===== src/rtl/score_bcd_scheduler.sv =====
// Shared binary-to-BCD converter: latches requests from three requesters, grants one
// by round-robin, and runs a one-bit-per-cycle double-dabble conversion.
module score_bcd_scheduler #(
  parameter int BIN_W  = 20,
  parameter int DIGITS = 7
) (
  input  logic                  clk,
  input  logic                  reset,
  input  logic [2:0]            req,
  input  logic [BIN_W-1:0]      bin0,
  input  logic [BIN_W-1:0]      bin1,
  input  logic [BIN_W-1:0]      bin2,
  output logic                  busy,
  output logic [2:0]            grant,
  output logic                  done,
  output logic [1:0]            done_id,
  output logic [4*DIGITS-1:0]   bcd_out
);

  localparam int CW = (BIN_W > 1) ? $clog2(BIN_W) : 1;
  localparam int AW = 4 * DIGITS;

  typedef enum logic [1:0] {IDLE, SHIFT, DONE} state_t;

  state_t            state_q, state_d;
  logic [2:0]        pending_q, pending_d;
  logic [1:0]        last_id_q, last_id_d;
  logic [1:0]        cur_id_q, cur_id_d;
  logic [BIN_W-1:0]  shift_bin_q, shift_bin_d;
  logic [CW-1:0]     cnt_q, cnt_d;
  logic [AW-1:0]     acc_q, acc_d;
  logic [2:0]        grant_q, grant_d;
  logic              done_q, done_d;
  logic              busy_q, busy_d;
  logic [1:0]        done_id_q, done_id_d;
  logic [AW-1:0]     bcd_q, bcd_d;

  logic [2:0]        pendAll;
  logic [1:0]        pickId;
  logic [2:0]        idxSum;
  logic [AW-1:0]     adjAcc;
  logic [AW-1:0]     shiftedAcc;
  logic [BIN_W-1:0]  pickBin;

  assign pendAll = pending_q | req;

  // Scan from farthest to nearest so the nearest set index after last_id wins.
  always_comb begin
    pickId = 2'd0;
    idxSum = 3'd0;
    for (int k = 3; k >= 1; k--) begin
      idxSum = {1'b0, last_id_q} + 3'(k);
      if (idxSum >= 3'd3) idxSum = idxSum - 3'd3;
      if (pendAll[idxSum[1:0]]) pickId = idxSum[1:0];
    end
  end

  always_comb begin
    case (pickId)
      2'd0:    pickBin = bin0;
      2'd1:    pickBin = bin1;
      default: pickBin = bin2;
    endcase
  end

  always_comb begin
    adjAcc = acc_q;
    for (int d = 0; d < DIGITS; d++) begin
      if (acc_q[4*d +: 4] >= 4'd5) adjAcc[4*d +: 4] = acc_q[4*d +: 4] + 4'd3;
    end
  end

  assign shiftedAcc = {adjAcc[AW-2:0], shift_bin_q[cnt_q]};

  always_comb begin
    state_d     = state_q;
    pending_d   = pendAll;
    last_id_d   = last_id_q;
    cur_id_d    = cur_id_q;
    shift_bin_d = shift_bin_q;
    cnt_d       = cnt_q;
    acc_d       = acc_q;
    grant_d     = 3'b000;
    done_d      = 1'b0;
    done_id_d   = done_id_q;
    bcd_d       = bcd_q;
    case (state_q)
      IDLE: begin
        if (|pendAll) begin
          grant_d[pickId]   = 1'b1;
          pending_d[pickId] = 1'b0;
          last_id_d         = pickId;
          cur_id_d          = pickId;
          shift_bin_d       = pickBin;
          acc_d             = '0;
          cnt_d             = CW'(BIN_W - 1);
          state_d           = SHIFT;
        end
      end
      SHIFT: begin
        acc_d = shiftedAcc;
        if (cnt_q == '0) state_d = DONE;
        else             cnt_d   = cnt_q - 1'b1;
      end
      DONE: begin
        bcd_d     = acc_q;
        done_id_d = cur_id_q;
        done_d    = 1'b1;
        state_d   = IDLE;
      end
      default: state_d = IDLE;
    endcase
    // busy stays up through the done cycle and drops on the following one.
    busy_d = (state_d != IDLE) || done_d;
  end

  always_ff @(posedge clk or posedge reset) begin
    if (reset) begin
      state_q     <= IDLE;
      pending_q   <= 3'b000;
      last_id_q   <= 2'd2;
      cur_id_q    <= 2'd0;
      shift_bin_q <= '0;
      cnt_q       <= '0;
      acc_q       <= '0;
      grant_q     <= 3'b000;
      done_q      <= 1'b0;
      busy_q      <= 1'b0;
      done_id_q   <= 2'd0;
      bcd_q       <= '0;
    end else begin
      state_q     <= state_d;
      pending_q   <= pending_d;
      last_id_q   <= last_id_d;
      cur_id_q    <= cur_id_d;
      shift_bin_q <= shift_bin_d;
      cnt_q       <= cnt_d;
      acc_q       <= acc_d;
      grant_q     <= grant_d;
      done_q      <= done_d;
      busy_q      <= busy_d;
      done_id_q   <= done_id_d;
      bcd_q       <= bcd_d;
    end
  end

  assign busy    = busy_q;
  assign grant   = grant_q;
  assign done    = done_q;
  assign done_id = done_id_q;
  assign bcd_out = bcd_q;

endmodule

===== config.mk =====
export PLATFORM = sky130hd
export DESIGN_NAME = score_bcd_scheduler
export DESIGN_NICKNAME = d
export VERILOG_FILES = /design/src/rtl/score_bcd_scheduler.sv
export SDC_FILE = /design/constraint.sdc
export NUM_CORES = 1
export LEC_CHECK = 0
export CAP_MARGIN = 10
export CORE_MARGIN = 3
export CORE_UTILIZATION = 50
export DETAILED_ROUTE_END_ITERATION = 12
export GPL_ROUTABILITY_DRIVEN = 1
export MAX_ROUTING_LAYER = met4
export PLACE_DENSITY = 0.84
export SLEW_MARGIN = 5
export SYNTH_ARGS = -nofsm -noshare
export SYNTH_HDL_FRONTEND = slang
export SYNTH_SLANG_ARGS = --single-unit

===== constraint.sdc =====
create_clock -name clk -period 5.6 [get_ports clk]
set_input_delay 1.12 -clock clk [delete_from_list [all_inputs] [get_ports clk]]
set_output_delay 1.12 -clock clk [all_outputs]
set_load 0.1 [all_outputs]

==> results.yml <==
run_status:
  outcome: "finished clean"
setup_path:
  setup.worst_path.end_class: "flop"
  critical_path_arrival_ns: 3.60
  crit-reg2reg-capture: "shift_bin_q[17]"
  worst_path_largest_cell_delay_ns: 0.83
  timing.critical_path.to: "shift_bin_q[17]"
  crit_path_max_fanout: 44
  worst_setup_path_start_kind: "input port"
  critPathSlowestCell: "sky130_fd_sc_hd__a311o_2"
  cp_startpoint: "req[1]"
  launching_point_of_the_worst_reg2reg_path: "last_id_q[1]"
  cpLargestDelayFamily: "compound AO/OA/AOI/OAI gates"
  critical_path_depth: 6
  worst-r2r-cell-count: 7
  path_class: "in -> reg"
  r2r_setup_slack_ns: 2.95
  critical_path_buf_inv_count: 1
  cp_cell_sequence: "clkdlybuf4s50_1 > nor2_1 > a311o_2 > a21oi_2 > a32oi_1 > o211ai_2"
  timing.critical_path.required_ns: 5.83
detailed_routing:
  detailroute.via_count: 3746
  drt_pre_antenna_iters: 4
  final_antenna_net_count: 0
  post-route-drc-count: 0
  finalWirelength_mm: 10.2
  wl_per_cell_um: 15.3
  vias_per_instance: 5.59
  drt-initial-drc-count: 173
yosys:
  postSynthCellCount: 448
  synth_top_cell_area_share_pct: 48.7
  syn_nets: 532
  yosysWarnings: 0
  synth.avg_cell_area_um2: 10.9
  yosys_top_cell_by_area: "sky130_fd_sc_hd__dfrtp_1"
  synth.top_cells.by_area: "sky130_fd_sc_hd__dfrtp_1 49%, sky130_fd_sc_hd__mux2_2 7.1%, sky130_fd_sc_hd__ha_1 4.9%, sky130_fd_sc_hd__o211ai_2 4.9%, sky130_fd_sc_hd__a32oi_1 3.8%"
  flops_latches_synth: 96
  yosysSeqAreaShare_pct: 49.2
  synth_cell_type_count: 48
  netlist_area_um2: 4890
clock_tree:
  insertion_delay_ns: 0.36
  cts.hold.buffers_added: 0
  max-clock-path-buffers: 2
  post_cts_buffers: 0
  cts_buf_count: 9
  cts.reportedPaths.clkPinSlew_ns: 0.09
  root_cell_of_the_clock_tree: "sky130_fd_sc_hd__clkbuf_8"
  postCtsResizedCells: 0
  h-tree-depth: 3
  cts_sinks: 96
  tritoncts: "built"
final_layout:
  num-nets-final: 620
  fillers: 710
  antenna_cells_inserted: 0
  final_layout_size_suffix_gt1_share_pct: 15.9
  flow.area_growth_from_synthesis_pct: 27.9
timing:
  highest_clock_rate_ghz: 0.297
  timing_max_transition_violations_final: 0
  timing_worst_slew_pin_value_ns: 0.983
  period_share_pct: 60.1
  holdWs_ns: 0.494
  worst_setup_skew_after_layout_ns: 0.00665
  setup_violations: 0
  timing_hold_violations_final: 0
  grt_setup_unrepaired: "false"
  timing.final.crit_period_ns: 3.36
  finalSetupTns_ns: 0
  worst_relative_slew_slack_pct: 34.3
floorplanning:
  die-height_um: 105
  row_count: 35
  pin_count: 100
  fp.dieArea_um2: 11000
  dieWidth_um: 105
  initial_core_util_pct: 52.1
  floorplan.core_area_um2: 9370
pwr:
  power.combinational.fraction_pct: 52.8
  internal_power_w: 0.00205
  seqPwrFrac_pct: 32.1
  power.switching_w: 0.00180
  p_leak_nw: 2.75
  cellPowerDensity_nw_per_um2: 616
  worst_supply_voltage_drop_on_vdd_uv: 276
  clockPowerShare_pct: 15.1
  sw_frac_of_total_pct: 46.6
hold_path:
  worstHoldPathType: "reg -> reg"
  holdPathStages: 2
global_routing:
  globalRoute.totalOverflow: 0
  grt_pass1_wl_mm: 17.8
  grt_overall_usage_pct: 20.0
  largest_net_degree_at_the_start_of_global_routing: 71
  grt_antenna_before_repair: 0
  first_global_vias: 3901
place:
  quantity_of_i_o_buffers_inserted_on_ports: 99
  place_congestion: 0.814
  hpwlAfterDp_mm: 7.31
flow_run:
  max_cap_viol_count: 0
registers in the layout, indices dropped and copies added, names as in the netlist:
name         flops
grant            3
done_id          2
acc_q           28
last_id_q        2
done             1
shift_bin_q     20
busy             1
cur_id_q         1
state_q          2
bcd_out         28
cnt_q            5
pending_q        3
cells in the final DEF, fill, tap and decap left out, types with 5 or more instances in the layout:
master and count:
sky130_fd_sc_hd__a32oi_1 21, sky130_fd_sc_hd__o31ai_1 8, sky130_fd_sc_hd__dfrtp_1 95, sky130_fd_sc_hd__a21oi_1 18, sky130_fd_sc_hd__ha_1 19, sky130_fd_sc_hd__o21ai_0 27, sky130_fd_sc_hd__mux2_2 31, sky130_fd_sc_hd__xor2_1 6
sky130_fd_sc_hd__nand3_1 17, sky130_fd_sc_hd__buf_4 5, sky130_fd_sc_hd__clkbuf_8 9, sky130_fd_sc_hd__nand2b_1 8, sky130_fd_sc_hd__xnor2_1 8, sky130_fd_sc_hd__inv_1 42, sky130_fd_sc_hd__o211ai_2 19, sky130_fd_sc_hd__nor2_1 18
sky130_fd_sc_hd__clkdlybuf4s50_1 99, sky130_fd_sc_hd__a32o_1 7, sky130_fd_sc_hd__nand2_1 36
per-stage QoR:
step | cell area, um^2 | worst slack (ns) | instances | util, % | total power [W]
floorplan | 4890 | 1.98 | 448 | - | 0.00279
global placement | 5980 | 2.01 | 654 | 63.8 | 0.00318
detailed placement | 5980 | 1.86 | 654 | 63.8 | 0.00327
CTS | 6250 | 2.22 | 670 | 66.7 | 0.00387
global route | 6250 | 2.03 | 670 | 66.7 | 0.00412
finish | 6250 | 2.24 | 670 | 66.7 | 0.00385
area by class of cell:
class / instances / area, um^2 / share of cell area, %
well taps: 129 / 161 / 2.58
clock inverters: 7 / 144 / 2.30
repair buffers: 104 / 1030 / 16.5
inverters: 43 / 164 / 2.62
multi-input cells: 282 / 2220 / 35.6
flip-flops and latches: 96 / 2400 / 38.5
clock buffers: 9 / 124 / 1.98
cells by family after synthesis:
family / after synthesis / synth area share [%]
fa+ha+maj: 19 / 4.87
compound gates: 118 / 18.9
xor+xnor: 14 / 2.51
mux: 36 / 9.19
simple gates: 95 / 9.50
flops: 96 / 49.2
buf+inv: 70 / 5.86
tightest hold or removal path, stage by stage, from the launching register on:
cell	delay (ns)
sky130_fd_sc_hd__dfrtp_1	0.36
sky130_fd_sc_hd__nand2_1	0.05
sky130_fd_sc_hd__nand2_1	0.05
routing by layer:
metal  wire (um)  GRT usage [%]  up-vias  part of all wire [%]
met4         106           6.09        0                   1.0
met5           0              -        -                     0
li1            -              -     1783                     -
met3         517           3.58       13                   5.1
met1        4470           25.7     1826                    44
met2        5140           32.5      124                    50
worst min-delay path by stage:
stage,start,endpoint,slack (ns)
2_1_floorplan,cur_id_q[1],cur_id_q[1],0.44
3_3_place_gp,shift_bin_q[17],shift_bin_q[17],0.48
3_5_place_dp,cur_id_q[1],cur_id_q[1],0.47
4_1_cts,cur_id_q[1],cur_id_q[1],0.49
5_1_grt,cur_id_q[1],cur_id_q[1],0.52
6_report,cur_id_q[1],cur_id_q[1],0.49
power groups by stage:
stage,Combinational (W),Sequential [W],Clock [W]
3_3_place_gp,0.00195,0.00123,0
3_5_place_dp,0.00203,0.00125,0
2_1_floorplan,0.00114,0.00165,0
6_report,0.00203,0.00124,0.000582
4_1_cts,0.00204,0.00124,0.000592
5_1_grt,0.00221,0.00128,0.000620
cell usage after synthesis (all sizes together):
master / instances
a21o: 1
a21oi: 19
a311o: 1
a311oi: 2
a31oi: 2
a32o: 7
a32oi: 21
and2: 1
buf: 13
clkbuf: 14
dfrtp: 95
dfstp: 1
ha: 19
inv: 43
mux2: 31
mux2i: 1
mux4: 4
nand2: 36
nand2b: 8
nand3: 17
nand3b: 1
nor2: 18
nor2b: 2
nor3: 1
nor3b: 2
nor4: 2
nor4b: 1
nor4bb: 1
o211ai: 21
o21ai: 28
o21ba: 1
o221ai: 1
o22a: 1
o22ai: 1
o31ai: 8
o32ai: 4
or2: 1
or3: 2
or3b: 1
or4b: 1
xnor2: 8
xor2: 6
No activity file was read; power rests on OpenSTA's default activity.
